--- config.mk ---
export PLATFORM = sky130hd
export DESIGN_NAME = rob_retire_flat
export DESIGN_NICKNAME = d
export VERILOG_FILES = /design/src/rtl/rob_retire_pkg.sv /design/src/rtl/rob_retire_if.sv /design/src/rtl/rob_retire_ptr.sv /design/src/rtl/rob_retire.sv /design/src/flat_wrapper.sv
export SDC_FILE = /design/constraint.sdc
export NUM_CORES = 1
export LEC_CHECK = 0
export CELL_PAD_IN_SITES_DETAIL_PLACEMENT = 2
export CELL_PAD_IN_SITES_GLOBAL_PLACEMENT = 2
export CORE_ASPECT_RATIO = 1.2
export CORE_MARGIN = 4
export CORE_UTILIZATION = 45
export DETAILED_ROUTE_END_ITERATION = 16
export GPL_TIMING_DRIVEN = 0
export PLACE_DENSITY = 0.88
export SLEW_MARGIN = 20
export SYNTH_ARGS = -nofsm -noshare
export SYNTH_HDL_FRONTEND = slang
export SYNTH_HIERARCHICAL = 1
export SYNTH_SLANG_ARGS = --single-unit
export TNS_END_PERCENT = 100
--- constraint.sdc ---
create_clock -name clk -period 11.7 [get_ports clk]
set_clock_uncertainty 0.1 [all_clocks]
set_input_delay 1.755 -clock clk [delete_from_list [all_inputs] [get_ports clk]]
set_output_delay 1.755 -clock clk [all_outputs]
set_load 0.02 [all_outputs]
--- src/rtl/rob_retire_pkg.sv ---
// Shared constants and the ROB row payload for the retirement block.
package rob_retire_pkg;

  localparam int unsigned ROB_DEPTH = 16;
  localparam int unsigned PREG_W    = 6;
  localparam int unsigned AREG_W    = 5;
  localparam int unsigned NUM_FU    = 3;
  localparam int unsigned IDX_W     = $clog2(ROB_DEPTH);

  typedef struct packed {
    logic              v;
    logic              done;
    logic [AREG_W-1:0] rd;
    logic [PREG_W-1:0] pd;
    logic [PREG_W-1:0] old_pd;
  } rob_row;

endpackage

--- src/rtl/rob_retire_if.sv ---
// Dispatch/completion/retire bus between the ROB and its neighbours.
interface rob_retire_if;
  import rob_retire_pkg::*;

  logic                    alloc_valid_1;
  logic [AREG_W-1:0]       alloc_rd_1;
  logic [PREG_W-1:0]       alloc_pd_1;
  logic [PREG_W-1:0]       alloc_old_pd_1;
  logic                    alloc_valid_2;
  logic [AREG_W-1:0]       alloc_rd_2;
  logic [PREG_W-1:0]       alloc_pd_2;
  logic [PREG_W-1:0]       alloc_old_pd_2;
  logic                    alloc_ready;
  logic [IDX_W-1:0]        alloc_idx_1;
  logic [IDX_W-1:0]        alloc_idx_2;
  logic [NUM_FU-1:0]       cmpl_valid;
  logic [NUM_FU*IDX_W-1:0] cmpl_idx;
  logic                    retire_valid_1;
  logic                    retire_valid_2;
  logic [AREG_W-1:0]       retire_rd_1;
  logic [AREG_W-1:0]       retire_rd_2;
  logic [PREG_W-1:0]       retire_pd_1;
  logic [PREG_W-1:0]       retire_pd_2;
  logic                    free_valid_1;
  logic                    free_valid_2;
  logic [PREG_W-1:0]       free_pd_1;
  logic [PREG_W-1:0]       free_pd_2;

  modport master (
    output alloc_valid_1, alloc_rd_1, alloc_pd_1, alloc_old_pd_1,
    output alloc_valid_2, alloc_rd_2, alloc_pd_2, alloc_old_pd_2,
    output cmpl_valid, cmpl_idx,
    input  alloc_ready, alloc_idx_1, alloc_idx_2,
    input  retire_valid_1, retire_valid_2, retire_rd_1, retire_rd_2,
    input  retire_pd_1, retire_pd_2,
    input  free_valid_1, free_valid_2, free_pd_1, free_pd_2
  );

  modport slave (
    input  alloc_valid_1, alloc_rd_1, alloc_pd_1, alloc_old_pd_1,
    input  alloc_valid_2, alloc_rd_2, alloc_pd_2, alloc_old_pd_2,
    input  cmpl_valid, cmpl_idx,
    output alloc_ready, alloc_idx_1, alloc_idx_2,
    output retire_valid_1, retire_valid_2, retire_rd_1, retire_rd_2,
    output retire_pd_1, retire_pd_2,
    output free_valid_1, free_valid_2, free_pd_1, free_pd_2
  );
endinterface

--- src/rtl/rob_retire_ptr.sv ---
// Wrap-around ROB pointer advancing by 0, 1 or 2 per cycle.
module rob_ptr
  import rob_retire_pkg::*;
(
  input  logic             clk,
  input  logic             rst_n,
  input  logic [1:0]       inc,
  output logic [IDX_W-1:0] ptr
);

  always_ff @(posedge clk or negedge rst_n) begin
    if (!rst_n) ptr <= '0;
    else        ptr <= ptr + IDX_W'(inc);
  end

endmodule

--- src/rtl/rob_retire.sv ---
// Reorder buffer: dual allocation, three completion ports, dual in-order retire.
// Optional macro ROB_RETIRE_PERF_EN adds a 32-bit retired-instruction counter.
module rob_retire
  import rob_retire_pkg::*;
(
  input  logic             clk,
  input  logic             rst_n,
  rob_retire_if.slave      bus,
  output logic [IDX_W:0]   rob_count,
  output logic             rob_empty,
  output logic             rob_full
`ifdef ROB_RETIRE_PERF_EN
  ,
  output logic [31:0]      retired_count
`endif
);

  localparam int unsigned CNT_W = IDX_W + 1;

  rob_row           rob_q [ROB_DEPTH];
  logic [IDX_W-1:0] head, tail, head_n1, tail_n1;
  logic [CNT_W-1:0] count_q;
  logic [IDX_W-1:0] cidx [NUM_FU];
  logic             alloc_ready, acc1, acc2, ret1, ret2;
  logic [1:0]       n_acc, n_ret;

  assign head_n1     = head + IDX_W'(1);
  assign tail_n1     = tail + IDX_W'(1);
  assign alloc_ready = (count_q <= CNT_W'(ROB_DEPTH - 2));
  assign acc1        = alloc_ready & bus.alloc_valid_1;
  assign acc2        = acc1 & bus.alloc_valid_2;
  assign ret1        = rob_q[head].v & rob_q[head].done;
  assign ret2        = ret1 & rob_q[head_n1].v & rob_q[head_n1].done;
  assign n_acc       = {acc2, acc1 & ~acc2};
  assign n_ret       = {ret2, ret1 & ~ret2};

  always_comb begin
    for (int k = 0; k < NUM_FU; k++) cidx[k] = bus.cmpl_idx[k*IDX_W +: IDX_W];
  end

  rob_ptr u_head (.clk(clk), .rst_n(rst_n), .inc(n_ret), .ptr(head));
  rob_ptr u_tail (.clk(clk), .rst_n(rst_n), .inc(n_acc), .ptr(tail));

  // Write priority: completion, then retire clear, then allocation (allocation wins).
  always_ff @(posedge clk or negedge rst_n) begin
    if (!rst_n) begin
      for (int i = 0; i < ROB_DEPTH; i++) rob_q[i] <= '0;
      count_q <= '0;
    end else begin
      for (int k = 0; k < NUM_FU; k++) begin
        if (bus.cmpl_valid[k] && rob_q[cidx[k]].v) rob_q[cidx[k]].done <= 1'b1;
      end
      if (ret1) begin
        rob_q[head].v    <= 1'b0;
        rob_q[head].done <= 1'b0;
      end
      if (ret2) begin
        rob_q[head_n1].v    <= 1'b0;
        rob_q[head_n1].done <= 1'b0;
      end
      if (acc1) rob_q[tail] <= '{v: 1'b1, done: 1'b0, rd: bus.alloc_rd_1,
                                 pd: bus.alloc_pd_1, old_pd: bus.alloc_old_pd_1};
      if (acc2) rob_q[tail_n1] <= '{v: 1'b1, done: 1'b0, rd: bus.alloc_rd_2,
                                    pd: bus.alloc_pd_2, old_pd: bus.alloc_old_pd_2};
      count_q <= count_q + CNT_W'(n_acc) - CNT_W'(n_ret);
    end
  end

  assign bus.alloc_ready    = alloc_ready;
  assign bus.alloc_idx_1    = tail;
  assign bus.alloc_idx_2    = tail_n1;
  assign bus.retire_valid_1 = ret1;
  assign bus.retire_valid_2 = ret2;
  assign bus.retire_rd_1    = rob_q[head].rd;
  assign bus.retire_rd_2    = rob_q[head_n1].rd;
  assign bus.retire_pd_1    = rob_q[head].pd;
  assign bus.retire_pd_2    = rob_q[head_n1].pd;
  // x0 never received a fresh register from rename, so nothing returns to the pool.
  assign bus.free_valid_1   = ret1 & (rob_q[head].rd != '0);
  assign bus.free_valid_2   = ret2 & (rob_q[head_n1].rd != '0);
  assign bus.free_pd_1      = rob_q[head].old_pd;
  assign bus.free_pd_2      = rob_q[head_n1].old_pd;

  assign rob_count = count_q;
  assign rob_empty = (count_q == '0);
  assign rob_full  = (count_q == CNT_W'(ROB_DEPTH));

`ifdef ROB_RETIRE_PERF_EN
  always_ff @(posedge clk or negedge rst_n) begin
    if (!rst_n) retired_count <= '0;
    else        retired_count <= retired_count + 32'(n_ret);
  end
`endif

endmodule
--- src/flat_wrapper.sv ---
// flat-port wrapper written by rule: the top's interface ports become plain ports
module rob_retire_flat import rob_retire_pkg::*;
  (clk, rst_n, rob_count, rob_empty, rob_full, bus_alloc_valid_1, bus_alloc_rd_1, bus_alloc_pd_1, bus_alloc_old_pd_1, bus_alloc_valid_2, bus_alloc_rd_2, bus_alloc_pd_2, bus_alloc_old_pd_2, bus_cmpl_valid, bus_cmpl_idx, bus_alloc_ready, bus_alloc_idx_1, bus_alloc_idx_2, bus_retire_valid_1, bus_retire_valid_2, bus_retire_rd_1, bus_retire_rd_2, bus_retire_pd_1, bus_retire_pd_2, bus_free_valid_1, bus_free_valid_2, bus_free_pd_1, bus_free_pd_2);
  rob_retire_if bus_i ();
  input  logic clk;
  input  logic rst_n;
  output logic [IDX_W:0] rob_count;
  output logic rob_empty;
  output logic rob_full;
  input wire logic [$bits(bus_i.alloc_valid_1)-1:0] bus_alloc_valid_1;
  input wire logic [$bits(bus_i.alloc_rd_1)-1:0] bus_alloc_rd_1;
  input wire logic [$bits(bus_i.alloc_pd_1)-1:0] bus_alloc_pd_1;
  input wire logic [$bits(bus_i.alloc_old_pd_1)-1:0] bus_alloc_old_pd_1;
  input wire logic [$bits(bus_i.alloc_valid_2)-1:0] bus_alloc_valid_2;
  input wire logic [$bits(bus_i.alloc_rd_2)-1:0] bus_alloc_rd_2;
  input wire logic [$bits(bus_i.alloc_pd_2)-1:0] bus_alloc_pd_2;
  input wire logic [$bits(bus_i.alloc_old_pd_2)-1:0] bus_alloc_old_pd_2;
  input wire logic [$bits(bus_i.cmpl_valid)-1:0] bus_cmpl_valid;
  input wire logic [$bits(bus_i.cmpl_idx)-1:0] bus_cmpl_idx;
  output wire logic [$bits(bus_i.alloc_ready)-1:0] bus_alloc_ready;
  output wire logic [$bits(bus_i.alloc_idx_1)-1:0] bus_alloc_idx_1;
  output wire logic [$bits(bus_i.alloc_idx_2)-1:0] bus_alloc_idx_2;
  output wire logic [$bits(bus_i.retire_valid_1)-1:0] bus_retire_valid_1;
  output wire logic [$bits(bus_i.retire_valid_2)-1:0] bus_retire_valid_2;
  output wire logic [$bits(bus_i.retire_rd_1)-1:0] bus_retire_rd_1;
  output wire logic [$bits(bus_i.retire_rd_2)-1:0] bus_retire_rd_2;
  output wire logic [$bits(bus_i.retire_pd_1)-1:0] bus_retire_pd_1;
  output wire logic [$bits(bus_i.retire_pd_2)-1:0] bus_retire_pd_2;
  output wire logic [$bits(bus_i.free_valid_1)-1:0] bus_free_valid_1;
  output wire logic [$bits(bus_i.free_valid_2)-1:0] bus_free_valid_2;
  output wire logic [$bits(bus_i.free_pd_1)-1:0] bus_free_pd_1;
  output wire logic [$bits(bus_i.free_pd_2)-1:0] bus_free_pd_2;
  assign bus_i.alloc_valid_1 = bus_alloc_valid_1;
  assign bus_i.alloc_rd_1 = bus_alloc_rd_1;
  assign bus_i.alloc_pd_1 = bus_alloc_pd_1;
  assign bus_i.alloc_old_pd_1 = bus_alloc_old_pd_1;
  assign bus_i.alloc_valid_2 = bus_alloc_valid_2;
  assign bus_i.alloc_rd_2 = bus_alloc_rd_2;
  assign bus_i.alloc_pd_2 = bus_alloc_pd_2;
  assign bus_i.alloc_old_pd_2 = bus_alloc_old_pd_2;
  assign bus_i.cmpl_valid = bus_cmpl_valid;
  assign bus_i.cmpl_idx = bus_cmpl_idx;
  assign bus_alloc_ready = bus_i.alloc_ready;
  assign bus_alloc_idx_1 = bus_i.alloc_idx_1;
  assign bus_alloc_idx_2 = bus_i.alloc_idx_2;
  assign bus_retire_valid_1 = bus_i.retire_valid_1;
  assign bus_retire_valid_2 = bus_i.retire_valid_2;
  assign bus_retire_rd_1 = bus_i.retire_rd_1;
  assign bus_retire_rd_2 = bus_i.retire_rd_2;
  assign bus_retire_pd_1 = bus_i.retire_pd_1;
  assign bus_retire_pd_2 = bus_i.retire_pd_2;
  assign bus_free_valid_1 = bus_i.free_valid_1;
  assign bus_free_valid_2 = bus_i.free_valid_2;
  assign bus_free_pd_1 = bus_i.free_pd_1;
  assign bus_free_pd_2 = bus_i.free_pd_2;
  rob_retire u_core (.clk(clk), .rst_n(rst_n), .bus(bus_i), .rob_count(rob_count), .rob_empty(rob_empty), .rob_full(rob_full));
endmodule
==> flow_metrics.py, run 1 <==
metrics = {
    "yosys": {
        "syn_avg_cell_area_um2": 10.92,
        "netlist_area_um2": 20890,
        "async_reset_ff_share_pct": 100.0,
        "yosys_most_used_dff": "dfrtp_1",
        "syn-num-nets": 1993,
        "synth_largest_area_cell": "dfrtp_1",
        "synth_area_leaders": "dfrtp_1 (38%), mux4_2 (20%), mux2i_1 (13%)",
        "synth_top_area_share_pct": 37.97,
        "synth_cell_types": 71,
        "yosysSeqAreaShare_pct": 37.97,
        "synthCells": 1913,
        "yosysWarnings": 6,
        "ys_seq_elements": 317,
        "synth_edf_count": 0,
    },
    "place": {
        "place_congestion": 0.9806,
        "dp.cells": 2616,
        "portBuffers": 81,
        "dp_slack_ps": 3002,
        "dp_hpwl_mm": 76.02,
        "place_area_um2": 22630,
    },
    "clock_tree": {
        "path_clk_slew_ps": 60,
        "cts_tree": "done",
        "cts_hold_buf": 0,
        "clock_path_buffers": 3,
        "cts.htree.levels": 2,
        "cts_root_buf": "clkbuf_16",
        "numCtsBuffers": 38,
        "clk_latency_ps": 570,
        "ctsResizeCount": 0,
        "postCtsSetupRepairBufs": 0,
        "clock_sinks": 317,
    },
    "drt": {
        "wl_per_cell_um": 42.91,
        "drtIter0Drc": 2785,
        "vias_per_cell": 7.525,
        "via_count": 20200,
        "wl_mm": 115.2,
        "first_pass_iters": 6,
        "drc": 0,
        "antenna_left": 0,
    },
    "final_layout": {
        "drive_gt1_share_pct": 18.80,
        "final_util_pct": 51.93,
        "final_cell_count_no_fill": 2685,
        "final_nets": 2120,
        "seqCellArea_um2": 7933,
        "nFillCells": 4583,
        "multi_input_comb_area_um2": 11940,
        "syn_to_final_growth_pct": 14.22,
        "fin_area_um2": 23860,
    },
    "timing": {
        "finalHoldViolCount": 0,
        "tns_ps": 0,
        "setup_violations": 0,
        "rsz0062_at_grt": "no",
        "whs_ps": 470.3,
        "drv_slew": 0,
        "slew_headroom_pct": 7.691,
        "max_freq_mhz": 102.3,
        "setup_ws_ps": 1922,
        "fin_crit_sh_pct": 83.57,
        "worstMarginPinSlew_ps": 1385,
        "min_period_ps": 9778,
    },
    "die": {
        "core_um2": 45950,
        "die_y_um": 244.0,
        "initial_core_util_pct": 45.47,
        "rows": 86,
        "io_pins": 107,
        "fp.dieW_um": 204.7,
        "die-area_um2": 49950,
    },
    "setup_path": {
        "crit_buf_inv": 11,
        "critPathKind": "reg -> out",
        "crit_end": "bus_retire_pd_2[1]",
        "path_max_fanout": 10,
        "end_kind": "output port",
        "reg2reg_depth": 21,
        "arrival_ps": 7920,
        "slowest_delay_ps": 940,
        "cp-start-kind": "flip-flop",
        "cp.depth": 14,
        "reg2reg_slack_ps": 4320,
        "critPathLaunch": "u_core/u_head/ptr[1]$_DFF_PN0_",
        "path_cells": "buf_2, buf_2, buf_2, buf_2, buf_2, inv_1, ha_1, buf_4, buf_2, buf_1, clkbuf_1, mux4_2, mux4_2, clkdlybuf4s50_1",
        "required_ps": 9850,
        "path_delay_family": "buffers and inverters",
        "reg2reg_from": "u_core/u_head/ptr[1]$_DFF_PN0_",
        "crit_path_top_delay_cell": "clkbuf_1",
        "cp_common_cell": "buf_2",
        "r2r-end": "u_core/rob_count[4]$_DFF_PN0_",
    },
    "power_and_ir_drop": {
        "p_leak_nw": 9.292,
        "internal-power_mw": 4.486,
        "total_power_mw": 8.418,
        "swShare_pct": 46.71,
        "p_seq_share_pct": 25.9,
        "switching_power_mw": 3.932,
        "power_density_nw_per_um2": 352.8,
        "comb_power_share_pct": 59.7,
        "peakVddDrop_v": 0.0002259,
        "clkPwrFrac_pct": 14.4,
    },
    "global_route": {
        "grt_max_degree": 94,
        "grt_pass1_wl_mm": 163.2,
        "top_usage_layer": "met2",
        "grtUsageMet3_pct": 14.99,
        "grt_use_met1_pct": 51.72,
        "grt_overflow": 0,
        "gr-usage-met2_pct": 68.26,
        "track_usage_pct": 45.65,
        "antenna_found_initial": 3,
        "grt_pass1_vias": 21920,
    },
    "outcome": {
        "status": "complete, no violations",
    },
    "hold_path": {
        "hold_class": "reg -> reg",
    },
    "flow_run": {
        "maxCapViolCount": 0,
    },
}
## sequential cells by signal, indices dropped and copies added, names as in the netlist
name,count
u_core/rob_q,304
u_core/rob_count,5
u_core/u_head/ptr,4
u_core/u_tail/ptr,4
## power groups by stage
stage	Sequential, mW	Clock, mW	Combinational [mW]
2_1_floorplan	1.91	0	3.04
3_3_place_gp	2.03	0	4.57
3_5_place_dp	2.11	0	4.80
4_1_cts	2.13	1.21	4.90
5_1_grt	2.20	1.26	5.16
6_report	2.18	1.21	5.03
## cell families (layout without fill, tap and decap cells)
logic type	count (synthesis)	count (layout)	share of synthesized area [%]
multiplexers	465	465	33.75
buffers and inverters	214	365	5.001
flip-flops	317	317	37.97
AO/OA/AOI/OAI	372	372	10.18
AND/OR/NAND/NOR	510	510	10.97
XOR/XNOR	8	8	0.3714
adder cells (fa/ha/maj)	27	27	1.761
other	0	5	0
## per-layer routing
layer	vias to the layer above	wire length, um
li1	7331	-
met1	10240	37270
met2	1855	50490
met3	776	14020
met4	2	13430
met5	-	13
## layout by cell type (no fill, tap or decap), types with 6 or more instances in the layout
cell / netlist / layout
dfrtp_1: 317 / 317
mux2i_1: 275 / 275
nor2_1: 206 / 203
mux4_2: 185 / 185
a21oi_1: 181 / 181
nand2_1: 157 / 157
o21ai_0: 104 / 104
clkbuf_1: 88 / 83
clkdlybuf4s50_1: 0 / 80
buf_2: 54 / 57
clkbuf_16: 0 / 39
nand3_1: 38 / 38
ha_1: 23 / 23
o22ai_1: 19 / 19
inv_1: 18 / 18
nor3_1: 18 / 18
nand2b_1: 16 / 16
buf_4: 13 / 13
buf_1: 16 / 13
clkbuf_8: 0 / 12
clkbuf_2: 0 / 12
clkbuf_4: 12 / 12
buf_6: 10 / 11
nand3b_1: 11 / 11
and3_1: 10 / 10
and3b_1: 9 / 9
nor2_2: 10 / 9
a211o_1: 7 / 7
a211oi_1: 7 / 7
o21ai_1: 7 / 7
and2_1: 6 / 6
## synth_stat cells, types with 9 or more instances
library cell	count
o22ai_1	19
buf_1	16
nand3b_1	11
nand2_1	157
inv_1	18
nand3_1	38
ha_1	23
and3b_1	9
nor2_2	10
mux2i_1	275
buf_6	10
o21ai_0	104
nor2_1	206
a21oi_1	181
dfrtp_1	317
mux4_2	185
buf_4	13
and3_1	10
nor3_1	18
clkbuf_4	12
nand2b_1	16
clkbuf_1	88
buf_2	54
## cell type report
class	count	share of cell area, %
clock buffers	58	4.892
plain buffers	194	4.142
flip-flops and latches	317	33.24
clock inverters	6	0.1416
multi-input cells	1382	50.04
repair buffers	87	3.938
diodes	5	0.05244
inverters	20	0.3146
well taps	616	3.230
## worst min path at each step
stage / startpoint / slack [ps] / to / depth (start not counted)
2_1_floorplan: u_core/u_head/ptr[2]$_DFF_PN0_ / 400 / u_core/u_head/ptr[2]$_DFF_PN0_ / 1
3_3_place_gp: u_core/u_head/ptr[2]$_DFF_PN0_ / 420 / u_core/u_head/ptr[2]$_DFF_PN0_ / 1
3_5_place_dp: u_core/u_head/ptr[2]$_DFF_PN0_ / 460 / u_core/u_head/ptr[2]$_DFF_PN0_ / 1
4_1_cts: u_core/u_head/ptr[2]$_DFF_PN0_ / 470 / u_core/u_head/ptr[2]$_DFF_PN0_ / 1
5_1_grt: u_core/u_head/ptr[2]$_DFF_PN0_ / 500 / u_core/u_head/ptr[2]$_DFF_PN0_ / 1
6_report: u_core/u_head/ptr[2]$_DFF_PN0_ / 470 / u_core/u_head/ptr[2]$_DFF_PN0_ / 1
No activity file was read; power rests on OpenSTA's default activity.
==> run 2, diff against run 1 <==
--- a/config.mk
+++ b/config.mk
@@ -9,10 +9,10 @@
 export CELL_PAD_IN_SITES_GLOBAL_PLACEMENT = 2
 export CORE_ASPECT_RATIO = 1.2
 export CORE_MARGIN = 4
-export CORE_UTILIZATION = 45
+export CORE_UTILIZATION = 41
 export DETAILED_ROUTE_END_ITERATION = 16
 export GPL_TIMING_DRIVEN = 0
-export PLACE_DENSITY = 0.88
+export PLACE_DENSITY = 0.82
 export SLEW_MARGIN = 20
 export SYNTH_ARGS = -nofsm -noshare
 export SYNTH_HDL_FRONTEND = slang
==> constraint.sdc (replaced) <==
create_clock -name clk -period 9.4 [get_ports clk]
set_clock_uncertainty 0.1 [all_clocks]
set_input_delay 1.41 -clock clk [delete_from_list [all_inputs] [get_ports clk]]
set_output_delay 1.41 -clock clk [all_outputs]
set_load 0.02 [all_outputs]
==> run 2 against run 1 <==
Compared with the run above:
- die area up 9.4%
- cell area up 0.23%
- non-clock buffer count down 2
- cell count rose by 1.0%
- first-iteration DRC count decreased by 15%
- clock power up 28%
- sequential share of layout area down 0.077 points
- hold slack improved by 3.1 ps
- core utilization fell by 4.4 points
- wire length is 4.6% lower
==> flow_metrics.py, run 2 (synthesis results as in run 1) <==
metrics = {
    "outcome": {
        "status": "complete, no violations",
    },
    "clock_tree": {
        "cts_tree": "done",
        "postCtsSetupRepairBufs": 0,
        "clk_latency_ps": 560,
        "clock_path_buffers": 3,
        "ctsResizeCount": 0,
        "cts_hold_buf": 0,
        "numCtsBuffers": 38,
        "clock_sinks": 317,
        "cts_root_buf": "clkbuf_16",
        "path_clk_slew_ps": 60,
        "cts.htree.levels": 2,
    },
    "hold_path": {
        "hold_depth": 2,
        "hold_class": "reg -> reg",
        "min_to": "u_core/u_head/ptr[3]$_DFF_PN0_",
        "hp-start": "u_core/u_head/ptr[3]$_DFF_PN0_",
    },
    "place": {
        "portBuffers": 81,
        "place_congestion": 0.9505,
        "dp_hpwl_mm": 72.67,
        "dp_slack_ps": 1055,
    },
    "setup_path": {
        "arrival_ps": 7730,
        "reg2reg_slack_ps": 2010,
        "reg2reg_from": "u_core/u_head/ptr[1]$_DFF_PN0_",
        "required_ps": 7890,
        "end_kind": "output port",
        "r2r-end": "u_core/rob_count[4]$_DFF_PN0_",
        "path_max_fanout": 10,
        "reg2reg_depth": 21,
        "critPathKind": "reg -> out",
        "cp-start-kind": "flip-flop",
    },
    "timing": {
        "setup_violations": 0,
        "finalHoldViolCount": 0,
        "max_freq_mhz": 108.3,
        "whs_ps": 473.3,
        "min_period_ps": 9236,
        "worstMarginPinSlew_ps": 1355,
        "fin_crit_sh_pct": 98.26,
        "rsz0062_at_grt": "no",
        "drv_slew": 0,
        "slew_headroom_pct": 9.670,
        "setup_ws_ps": 163.6,
    },
    "die": {
        "initial_core_util_pct": 41.50,
        "die-area_um2": 54650,
        "io_pins": 107,
        "die_y_um": 255.3,
        "core_um2": 50340,
        "rows": 90,
        "fp.dieW_um": 214.1,
    },
    "final_layout": {
        "final_cell_mix": "dfrtp_1 (317), mux2i_1 (275), nor2_1 (203)",
        "largest_reg_flops": 304,
        "multi_input_comb_area_um2": 11940,
        "layout_commonest_cell": "dfrtp_1",
        "nFillCells": 5142,
        "final_nets": 2118,
        "seqCellArea_um2": 7933,
        "syn_to_final_growth_pct": 14.48,
        "top_register": "u_core/rob_q",
        "drive_gt1_share_pct": 18.65,
        "final_util_pct": 47.51,
    },
    "global_route": {
        "grt_max_degree": 91,
        "grt_overflow": 0,
        "grt_pass1_vias": 21080,
        "antenna_found_initial": 5,
        "track_usage_pct": 39.39,
        "grt_pass1_wl_mm": 154.9,
    },
    "drt": {
        "via_count": 19450,
        "vias_per_cell": 7.171,
        "wl_mm": 110.0,
        "antenna_left": 0,
        "first_pass_iters": 5,
        "drtIter0Drc": 2361,
        "wl_met2_mm": 49.67,
        "wl_per_cell_um": 40.54,
        "wl_met1_mm": 37.86,
        "met3_length_mm": 11.10,
        "highest_layer": "met5",
        "drc": 0,
    },
    "power_and_ir_drop": {
        "p_leak_nw": 9.293,
        "total_power_mw": 10.31,
        "power_density_nw_per_um2": 431.2,
        "peakVddDrop_v": 0.0002315,
    },
    "flow_run": {
        "maxCapViolCount": 0,
    },
}
run 2: power by group:
group	leakage, nW	internal [mW]	switching (mW)
Clock	0.616	0.906	0.647
Sequential	3.94	2.00	0.667
Combinational	4.74	2.73	3.36
run 2: worst max path at each step:
| stage | from | to | slack [ps] | cells after the start |
|---|---|---|---|---|
| after global routing | u_core/u_head/ptr[1]$_DFF_PN0_ | bus_free_pd_2[4] | 280 | 14 |
| after detailed placement | u_core/u_head/ptr[1]$_DFF_PN0_ | bus_free_pd_2[4] | 1050 | 14 |
| after global placement | rst_n | u_core/rob_q[220]$_DFF_PN0_ | -8060 | 1 |
| final | u_core/u_head/ptr[1]$_DFF_PN0_ | bus_free_pd_2[4] | 160 | 14 |
| after floorplan | u_core/u_head/ptr[1]$_DFF_PN0_ | bus_free_valid_2 | 3790 | 16 |
| after CTS | u_core/u_head/ptr[1]$_DFF_PN0_ | bus_free_pd_2[4] | 410 | 14 |
run 2: cell type report:
type,count,area share (%)
multi-input combinational,1382,49.93
clock buffer,57,4.698
antenna,5,0.05231
inverter,20,0.3139
clock inverter,9,0.5179
timing repair buffer,85,3.819
sequential,317,33.17
buffer,194,4.133
tap,644,3.369
run 2: routing by layer:
metal | vias up | GRT usage, %
li1 | 7322 | -
met3 | 498 | 10.35
met1 | 10200 | 44.80
met2 | 1429 | 62.46
met5 | - | 0
met4 | 4 | 33.63
run 2: metrics by stage:
stage	cells	TNS, ps	cell area (um^2)
4_1_cts	2708	0	23890
3_5_place_dp	2642	0	22640
3_3_place_gp	2638	-2539990	22510
6_report	2713	0	23920
2_1_floorplan	1913	0	20890
5_1_grt	2711	0	23910
run 2: critical path, stage by stage (launching register included):
cell,delay (ps)
dfrtp_1,540
buf_2,320
buf_2,390
buf_2,520
buf_2,450
buf_2,530
inv_1,150
ha_1,350
buf_4,250
buf_2,360
buf_1,770
clkbuf_1,920
mux4_2,430
mux4_2,550
clkdlybuf4s50_1,590
